**config.mk**
```make
export PLATFORM = sky130hd
export DESIGN_NAME = trace_recorder
export DESIGN_NICKNAME = d
export VERILOG_FILES = /design/src/rtl/trace_recorder.sv
export SDC_FILE = /design/constraint.sdc
export NUM_CORES = 1
export LEC_CHECK = 0
export CORE_MARGIN = 2
export CORE_UTILIZATION = 60
export DETAILED_ROUTE_END_ITERATION = 7
export PLACE_DENSITY = 0.79
export SYNTH_ARGS = -nofsm -noshare
export SYNTH_HDL_FRONTEND = slang
export SYNTH_HIERARCHICAL = 1
export SYNTH_SLANG_ARGS = --single-unit
```
**constraint.sdc**
```tcl
create_clock -name clk -period 8.2 [get_ports clk]
set_input_delay 1.23 -clock clk [delete_from_list [all_inputs] [get_ports clk]]
set_output_delay 1.23 -clock clk [all_outputs]
set_load 0.05 [all_outputs]
```
**src/rtl/trace_recorder.sv**
```systemverilog
// Commit-trace recorder: packs each cycle's register/memory events into one timestamped entry and queues it.
// Entry visible the cycle after capture; a full FIFO drops new entries unless a pop frees a slot that same cycle.
module trace_fifo #(
  parameter int WIDTH = 8,
  parameter int DEPTH = 16
) (
  input  logic                   clk,
  input  logic                   rst,
  input  logic                   clear,
  input  logic                   push,
  input  logic [WIDTH-1:0]       pushData,
  input  logic                   pop,
  output logic [WIDTH-1:0]       popData,
  output logic [$clog2(DEPTH):0] level
);
  localparam int AW = $clog2(DEPTH);
  localparam int LW = AW + 1;

  logic [WIDTH-1:0] mem [DEPTH];
  logic [AW-1:0]    wrPtr;
  logic [AW-1:0]    rdPtr;

  always_ff @(posedge clk or posedge rst) begin
    if (rst) begin
      wrPtr <= '0;
      rdPtr <= '0;
      level <= '0;
    end else if (clear) begin
      wrPtr <= '0;
      rdPtr <= '0;
      level <= '0;
    end else begin
      if (push) wrPtr <= wrPtr + AW'(1);
      if (pop)  rdPtr <= rdPtr + AW'(1);
      case ({push, pop})
        2'b10:   level <= level + LW'(1);
        2'b01:   level <= level - LW'(1);
        default: level <= level;
      endcase
    end
  end

  // Storage carries no reset; consumers only look at it while level is non-zero.
  always_ff @(posedge clk) begin
    if (push && !clear) mem[wrPtr] <= pushData;
  end

  assign popData = mem[rdPtr];
endmodule

module trace_recorder #(
  parameter int DEPTH   = 16,
  parameter int CYCLE_W = 16
) (
  input  logic                   clk,
  input  logic                   rst,
  input  logic                   trace_en,
  input  logic                   clear,
  input  logic                   RegWriteSignal,
  input  logic [4:0]             RegNum,
  input  logic [31:0]            RegData,
  input  logic                   WriteEnable,
  input  logic                   ReadEnable,
  input  logic [8:0]             Address,
  input  logic [31:0]            WRData,
  input  logic [31:0]            RDData,
  output logic                   trace_valid,
  input  logic                   trace_ready,
  output logic [CYCLE_W-1:0]     trace_cycle,
  output logic                   trace_reg_v,
  output logic [4:0]             trace_reg_num,
  output logic [31:0]            trace_reg_data,
  output logic [1:0]             trace_mem_kind,
  output logic [8:0]             trace_mem_addr,
  output logic [31:0]            trace_mem_data,
  output logic [$clog2(DEPTH):0] level,
  output logic [15:0]            drop_count,
  output logic                   overflow,
  output logic                   conflict
);
  localparam int LW = $clog2(DEPTH) + 1;

  typedef struct packed {
    logic [CYCLE_W-1:0] cycle;
    logic               regV;
    logic [4:0]         regNum;
    logic [31:0]        regData;
    logic [1:0]         memKind;
    logic [8:0]         memAddr;
    logic [31:0]        memData;
  } entry_t;

  logic [CYCLE_W-1:0] cyc;
  entry_t             newEntry;
  entry_t             headEntry;
  entry_t             headShown;
  logic               evt;
  logic               pushReq;
  logic               push;
  logic               pop;
  logic               full;
  logic               drop;

  assign evt     = trace_en & (RegWriteSignal | WriteEnable | ReadEnable);
  assign pushReq = evt & ~clear;
  assign pop     = trace_valid & trace_ready & ~clear;
  assign full    = (level == LW'(DEPTH));
  assign push    = pushReq & (~full | pop);
  assign drop    = pushReq & full & ~pop;

  always_comb begin
    newEntry         = '0;
    newEntry.cycle   = cyc;
    newEntry.regV    = RegWriteSignal;
    newEntry.memKind = {WriteEnable, ReadEnable};
    if (RegWriteSignal) begin
      newEntry.regNum  = RegNum;
      newEntry.regData = RegData;
    end
    if (WriteEnable | ReadEnable) begin
      newEntry.memAddr = Address;
      newEntry.memData = WriteEnable ? WRData : RDData;
    end
  end

  trace_fifo #(.WIDTH($bits(entry_t)), .DEPTH(DEPTH)) fifo (
    .clk      (clk),
    .rst      (rst),
    .clear    (clear),
    .push     (push),
    .pushData (newEntry),
    .pop      (pop),
    .popData  (headEntry),
    .level    (level)
  );

  always_ff @(posedge clk or posedge rst) begin
    if (rst) begin
      cyc        <= '0;
      drop_count <= '0;
      overflow   <= 1'b0;
      conflict   <= 1'b0;
    end else begin
      cyc <= cyc + CYCLE_W'(1);
      if (clear) begin
        drop_count <= '0;
        overflow   <= 1'b0;
        conflict   <= 1'b0;
      end else begin
        if (drop) begin
          overflow <= 1'b1;
          if (drop_count != 16'hFFFF) drop_count <= drop_count + 16'd1;
        end
        if (trace_en & WriteEnable & ReadEnable) conflict <= 1'b1;
      end
    end
  end

  // Head fields read as zero while empty so reset leaves every output at 0.
  assign trace_valid    = (level != '0);
  assign headShown      = trace_valid ? headEntry : '0;
  assign trace_cycle    = headShown.cycle;
  assign trace_reg_v    = headShown.regV;
  assign trace_reg_num  = headShown.regNum;
  assign trace_reg_data = headShown.regData;
  assign trace_mem_kind = headShown.memKind;
  assign trace_mem_addr = headShown.memAddr;
  assign trace_mem_data = headShown.memData;
endmodule

```
==> out/metrics.yaml, run 1 <==
arrival_ns: 4.38
synth_enable_flop_cells: 1552
cts.sinks: 1599
firstDrtPassIters: 5
fillerInstances: 5834
drc: 0
crit_fanout: 120
groute.usage.overall: 0.2857
cts_tree: "done"
start_util: 0.6054
drv_slew: 0
vias: 31286
ant_nets: 0
grt_pass1_wl_um: 218700
ctsHoldBuffers: 0
cts_made_buffers: 151
worst_pin_slew_ns: 1.256
ys_seq_area_frac: 0.7747
rsz0062_at_grt: "false"
nets: 3256
drv_cap: 0
finalSetupViolCount: 0
grt_max_degree: 129
p_sw_frac: 0.2499
ys_warn_count: 6
end_kind: "primary output"
synthTopCellsByArea: "edfxtp_1 76%, mux4_2 14%, a22oi_1 2.4%"
die_y_um: 324.6
syn_to_final_growth_pct: 14.24
portBuffers: 238
rows: 117
p_per_area_nw_per_um2: 258.0
drt_iter0_markers: 4499
cp_data_required_time_ns: 6.97
worst_slack_ns: 2.589
worstRegToRegCells: 11
relSlewSlack: 0.1506
yosys.area.top_type: "edfxtp_1"
cts_htree_levels: 4
irDropWorstVdd_v: 0.0002279
grt_pass1_vias: 32828
max_freq_mhz: 178.2
fin_crit_sh: 0.6843
ys_ff_latch: 1599
p_comb_frac: 0.138
die_w_um: 324.6
design_area_um2: 70460
synth_top_area_frac: 0.7556
drive_gt1_frac: 0.2087
final_common_cell: "edfxtp_1"
finalSetupTns_ns: 0
syn-cell-area_um2: 61680
place.gp.congestion: 0.7871
cts_setup_buffers: 0
synth_nets: 2974
dieArea_um2: 105400
grt_overflow: 0
syn_inst: 2847
regArea_um2: 47790
final_cells: 4617
p_clk_frac: 0.365
wirelength_um: 148800
dp_cells: 4344
p_int_uw: 13630
async_flop_share: 0.02939
p_switching_uw: 4543
synthFlopType: "edfxtp_1"
place_area_um2: 65770
via_per_inst: 6.776
wire_per_inst_um: 32.24
path_clk_slew_ns: 0.06
total_power_uw: 18180
fin_crit_ns: 5.611
grt_antenna_before_repair: 6
path_class: "reg -> out"
cts_resized: 0
pre_cts_ws_ns: 3.295
multi_input_area_um2: 13270
cts_root_buffer: "clkbuf_16"
dp.final_hpwl_um: 66880
seq_power_share: 0.496
status: "finished clean"
hold_viol: 0
worstHoldPathCells: 2
core-area_um2: 101900
cellLeakagePower_uw: 0.02222
synth_cell_types: 44
clock_skew_ns: 0.02535
cp-start-kind: "flop"
synth_area_per_cell_um2: 21.66
io_pins: 239
layout_common_cells: "1552 x edfxtp_1, 388 x mux4_2, 236 x clkdlybuf4s50_1, 196 x a22oi_1, 159 x clkbuf_16"
hold_class: "reg -> reg"
insertion_delay_ns: 0.75
clockBufferDepth: 3
[power groups by stage]
stage / Sequential, uW / Clock (uW) / Combinational, uW
detailed placement: 9190 / 0 / 2500
global placement: 9190 / 0 / 2460
finish: 9020 / 6640 / 2520
CTS: 9020 / 6700 / 2530
global route: 9020 / 7000 / 2630
floorplan: 9200 / 0 / 1730
[metrics by stage]
| step | util | hold slack [ns] |
|---|---|---|
| 3_5_place_dp | 0.6455 | 0.4972 |
| 3_3_place_gp | 0.6455 | 0.4865 |
| 6_report | 0.6915 | 0.5149 |
| 2_1_floorplan | - | 0.5390 |
| 4_1_cts | 0.6914 | 0.5170 |
| 5_1_grt | 0.6915 | 0.5429 |
[synthesized netlist by cell type, types with 9 or more instances]
| library cell | count |
|---|---|
| buf_2 | 42 |
| nand2_1 | 118 |
| nand3_1 | 16 |
| xnor2_1 | 15 |
| a21oi_1 | 15 |
| nor2b_1 | 114 |
| or4_1 | 10 |
| nand4_1 | 12 |
| inv_1 | 11 |
| a22o_1 | 32 |
| dfrtp_1 | 47 |
| mux4_2 | 388 |
| nor2_1 | 43 |
| edfxtp_1 | 1552 |
| ha_1 | 9 |
| clkbuf_1 | 101 |
| buf_6 | 12 |
| a22oi_1 | 196 |
| and2_1 | 38 |
[path summary, 6_finish.rpt]
check / start / to / slack (ns)
setup / recovery: fifo/rdPtr[1]$_DFFE_PP0P_ / trace_reg_data[23] / 2.59
hold / removal: conflict$_DFFE_PP0P_ / conflict$_DFFE_PP0P_ / 0.51
setup reg to reg: fifo/level[1]$_DFFE_PP0P_ / fifo/level[4]$_DFFE_PP0P_ / 4.25
hold reg to reg: conflict$_DFFE_PP0P_ / conflict$_DFFE_PP0P_ / 0.51
max in group asynchronous: rst / fifo/rdPtr[1]$_DFFE_PP0P_ / 6.66
min in group asynchronous: rst / fifo/wrPtr[1]$_DFFE_PP0P_ / 1.04
[logic make-up (layout without fill, tap and decap cells)]
kind of cell             Yosys count  in the layout  share of synthesized area
multiplexers                     393            393                     0.1425
adder cells (fa/ha/maj)            9              9                   0.001826
XOR/XNOR                          23             23                   0.003266
AO/OA/AOI/OAI                    263            263                    0.03181
flip-flops                      1599           1599                     0.7747
buffers and inverters            174            575                    0.01296
AND/OR/NAND/NOR                  386            386                    0.03294
other                              0              1                          0
[layer usage]
metal	wire (um)	track usage
met1	52720	0.3859
met2	75970	0.4768
met3	15840	0.05697
met4	4279	0.08977
met5	32	0
[worst max-delay path, stage by stage (launching register included)]
cell,delay (ns)
dfrtp_4,1.06
buf_12,0.57
mux4_2,0.37
a22oi_1,0.10
nand2_1,0.12
nor2b_1,0.35
clkdlybuf4s50_1,0.89
[flip-flops by register name (all words and copies together) (netlist names)]
signal and flops:
fifo/mem 1552, cyc 16, drop_count 16, fifo/level 5, fifo/rdPtr 4, fifo/wrPtr 4, conflict 1, overflow 1
[cell type report]
class | instances | share of cell area
well taps | 1368 | 0.02429
clock inverters | 76 | 0.007227
inverters | 11 | 0.0005860
repair buffers | 292 | 0.04209
multi-input cells | 1074 | 0.1884
flip-flops and latches | 1599 | 0.6782
clock buffers | 196 | 0.05915
diodes | 1 | 0.00003552
(Power assumes the default switching activity.)
==> run 2, diff against run 1 <==
==> constraint.sdc (replaced) <==
create_clock -name clk -period 5.2 [get_ports clk]
set_input_delay 0.78 -clock clk [delete_from_list [all_inputs] [get_ports clk]]
set_output_delay 0.78 -clock clk [all_outputs]
set_load 0.05 [all_outputs]
==> run 2 against run 1 <==
Routed wire length rose by 1.8%. Combinational power rose by 63%. First-iteration DRC count is 3.3% lower. Largest cell class unchanged.
==> out/metrics.yaml, run 2 (synthesized netlist as in run 1, its figures left out) <==
grt_pass1_wl_um: 220900  # +0.99%
nets: 3287  # +0.95%
relSlewSlack: 0.2104  # +0.05976
cts_made_buffers: 153  # +1.3%
p_per_area_nw_per_um2: 413.7  # +60%
status: "finished clean"
via_per_inst: 6.778  # about the same
rows: 117  # unchanged
place_area_um2: 66280  # +0.77%
drv_slew: 0  # unchanged
multi_input_area_um2: 13270  # unchanged
wirelength_um: 151500  # +1.8%
place.gp.congestion: 0.7964  # +1.2%
drv_cap: 0  # unchanged
portBuffers: 238  # unchanged
layout_common_cells: "1552 x edfxtp_1, 388 x mux4_2, 236 x clkdlybuf4s50_1, 196 x a22oi_1, 155 x clkbuf_16"
hold_class: "reg -> reg"
cellLeakagePower_uw: 0.02263  # +1.9%
cp-start-kind: "flop"
wl_met2_um: 77890  # +2.5%
die_y_um: 324.6  # unchanged
cts_tree: "done"
path_class: "reg -> out"
path_clk_slew_ns: 0.06  # about the same
wl_met3_um: 16260  # +2.7%
ctsHoldBuffers: 0  # unchanged
crit_fanout: 41  # -66%
rsz0062_at_grt: "false"
insertion_delay_ns: 0.77  # +0.02 ns
r2r-start: "fifo/level[1]$_DFFE_PP0P_"
grt_antenna_before_repair: 7  # +1
wl_met1_um: 52530  # -0.37%
cts_resized: 0  # unchanged
grt_pass1_vias: 33206  # +1.2%
reg_top3: "fifo/mem: 1552 flops, cyc: 16 flops, drop_count: 16 flops"
arrival_ns: 4.00  # -0.38 ns
critPathLaunch: "fifo/rdPtr[2]$_DFFE_PP0P_"
design_area_um2: 71350  # +1.3%
clock_skew_ns: 0.02485  # -0.0005045 ns
final_common_cell: "edfxtp_1"
drc: 0  # unchanged
ant_nets: 0  # unchanged
largest-register: "fifo/mem"
hold_viol: 0  # unchanged
finalSetupViolCount: 0  # unchanged
cp_slowest_cell: "clkdlybuf4s50_1"
dieArea_um2: 105400  # unchanged
drive_gt1_frac: 0.2232  # +0.01442
io_pins: 239  # unchanged
grt_max_degree: 81  # -37%
timing.hold.ws_ns: 0.5054  # -0.009538 ns
start_util: 0.6054  # unchanged
largest_register_ffs: 1552  # unchanged
cts_htree_levels: 4  # unchanged
crit_path_max_incr_delay_ns: 0.91  # -0.15 ns
firstDrtPassIters: 5  # unchanged
fin_crit_sh: 0.9198
end_kind: "primary output"
cts_root_buffer: "clkbuf_16"
fillerInstances: 5775  # -1.0%
drt_iter0_markers: 4350  # -3.3%
wire_per_inst_um: 32.52  # +0.88%
irDropWorstVdd_v: 0.0002912  # +28%
cp_data_required_time_ns: 4.42  # -2.55 ns
syn_to_final_growth_pct: 15.69
clockBufferDepth: 3  # unchanged
fin_crit_ns: 4.783
die_w_um: 324.6  # unchanged
worst_pin_slew_ns: 1.180  # -0.07630 ns
cts_setup_buffers: 0  # unchanged
max_freq_mhz: 209.1
vias: 31574  # +0.92%
crit_chain: "and2_4 > buf_12 > a22oi_1 > nand2_1 > nor2b_1 > clkdlybuf4s50_1"
regArea_um2: 47790  # unchanged
min_from: "conflict$_DFFE_PP0P_"
dp.final_hpwl_um: 72870  # +9.0%
cts.sinks: 1599  # unchanged
groute.usage.overall: 0.2888  # +0.003160
grt_overflow: 0  # unchanged
highest_layer: "met5"
core-area_um2: 101900  # unchanged
run 2: changes by cell type in the layout (fill, tap and decap cells not counted), sizes merged:
cell,delta
clkinv,+9
inv,+5
clkbuf,-19
buf,+29
clkinvlp,+3
bufinv,+14
run 2: critical path, delay by kind of cell, from the launching register on:
family,cells,cell delay (ns)
AO/OA/AOI/OAI,1,0.13
buffers and inverters,2,1.21
flip-flops,1,0.55
AND/OR/NAND/NOR,3,1.31
run 2: power by group:
group	internal, uW	total (uW)	switching [uW]
clock	6410	11200	4780
sequential	14200	14200	50.2
combinational	1530	4100	2570
run 2: path summary, 6_finish.rpt:
check / endpoint / slack [ns] / cells past startpoint
worst max-delay path: trace_mem_kind[1] / 0.42 / 6
worst max register to register: fifo/level[4]$_DFFE_PP0P_ / 1.28 / 12
worst min-delay path: conflict$_DFFE_PP0P_ / 0.51 / 2
min in group asynchronous: fifo/rdPtr[0]$_DFFE_PP0P_ / 0.56 / 2
max in group asynchronous: cyc[0]$_DFF_PP0_ / 4.20 / 3
worst min register to register: conflict$_DFFE_PP0P_ / 0.51 / 2
run 2: final cells by class:
cell class	instances	share of cell area
diodes	1	0.00003507
clock buffers	177	0.05552
clock inverters	107	0.01550
inverters	11	0.0005787
multi-input cells	1074	0.1860
flip-flops and latches	1599	0.6697
well taps	1368	0.02399
repair buffers	321	0.04864
run 2: routing by layer:
metal | up-vias | global-route usage
li1 | 12541 | -
met1 | 16560 | 0.3816
met2 | 2144 | 0.4854
met3 | 327 | 0.06003
met4 | 2 | 0.09813
met5 | - | 0
run 2: metrics by stage:
step | cells | power (uW) | util | setup slack [ns] | TNS [ns]
after floorplan | 2847 | 17230 | - | -1.063 | -1594.13
after global placement | 4373 | 18500 | 0.6505 | 1.264 | 0
after detailed placement | 4373 | 18570 | 0.6505 | 1.253 | 0
after CTS | 4657 | 29650 | 0.7002 | 0.3723 | 0
after global routing | 4658 | 30270 | 0.7003 | 0.2843 | 0
final | 4658 | 29520 | 0.7003 | 0.4168 | 0
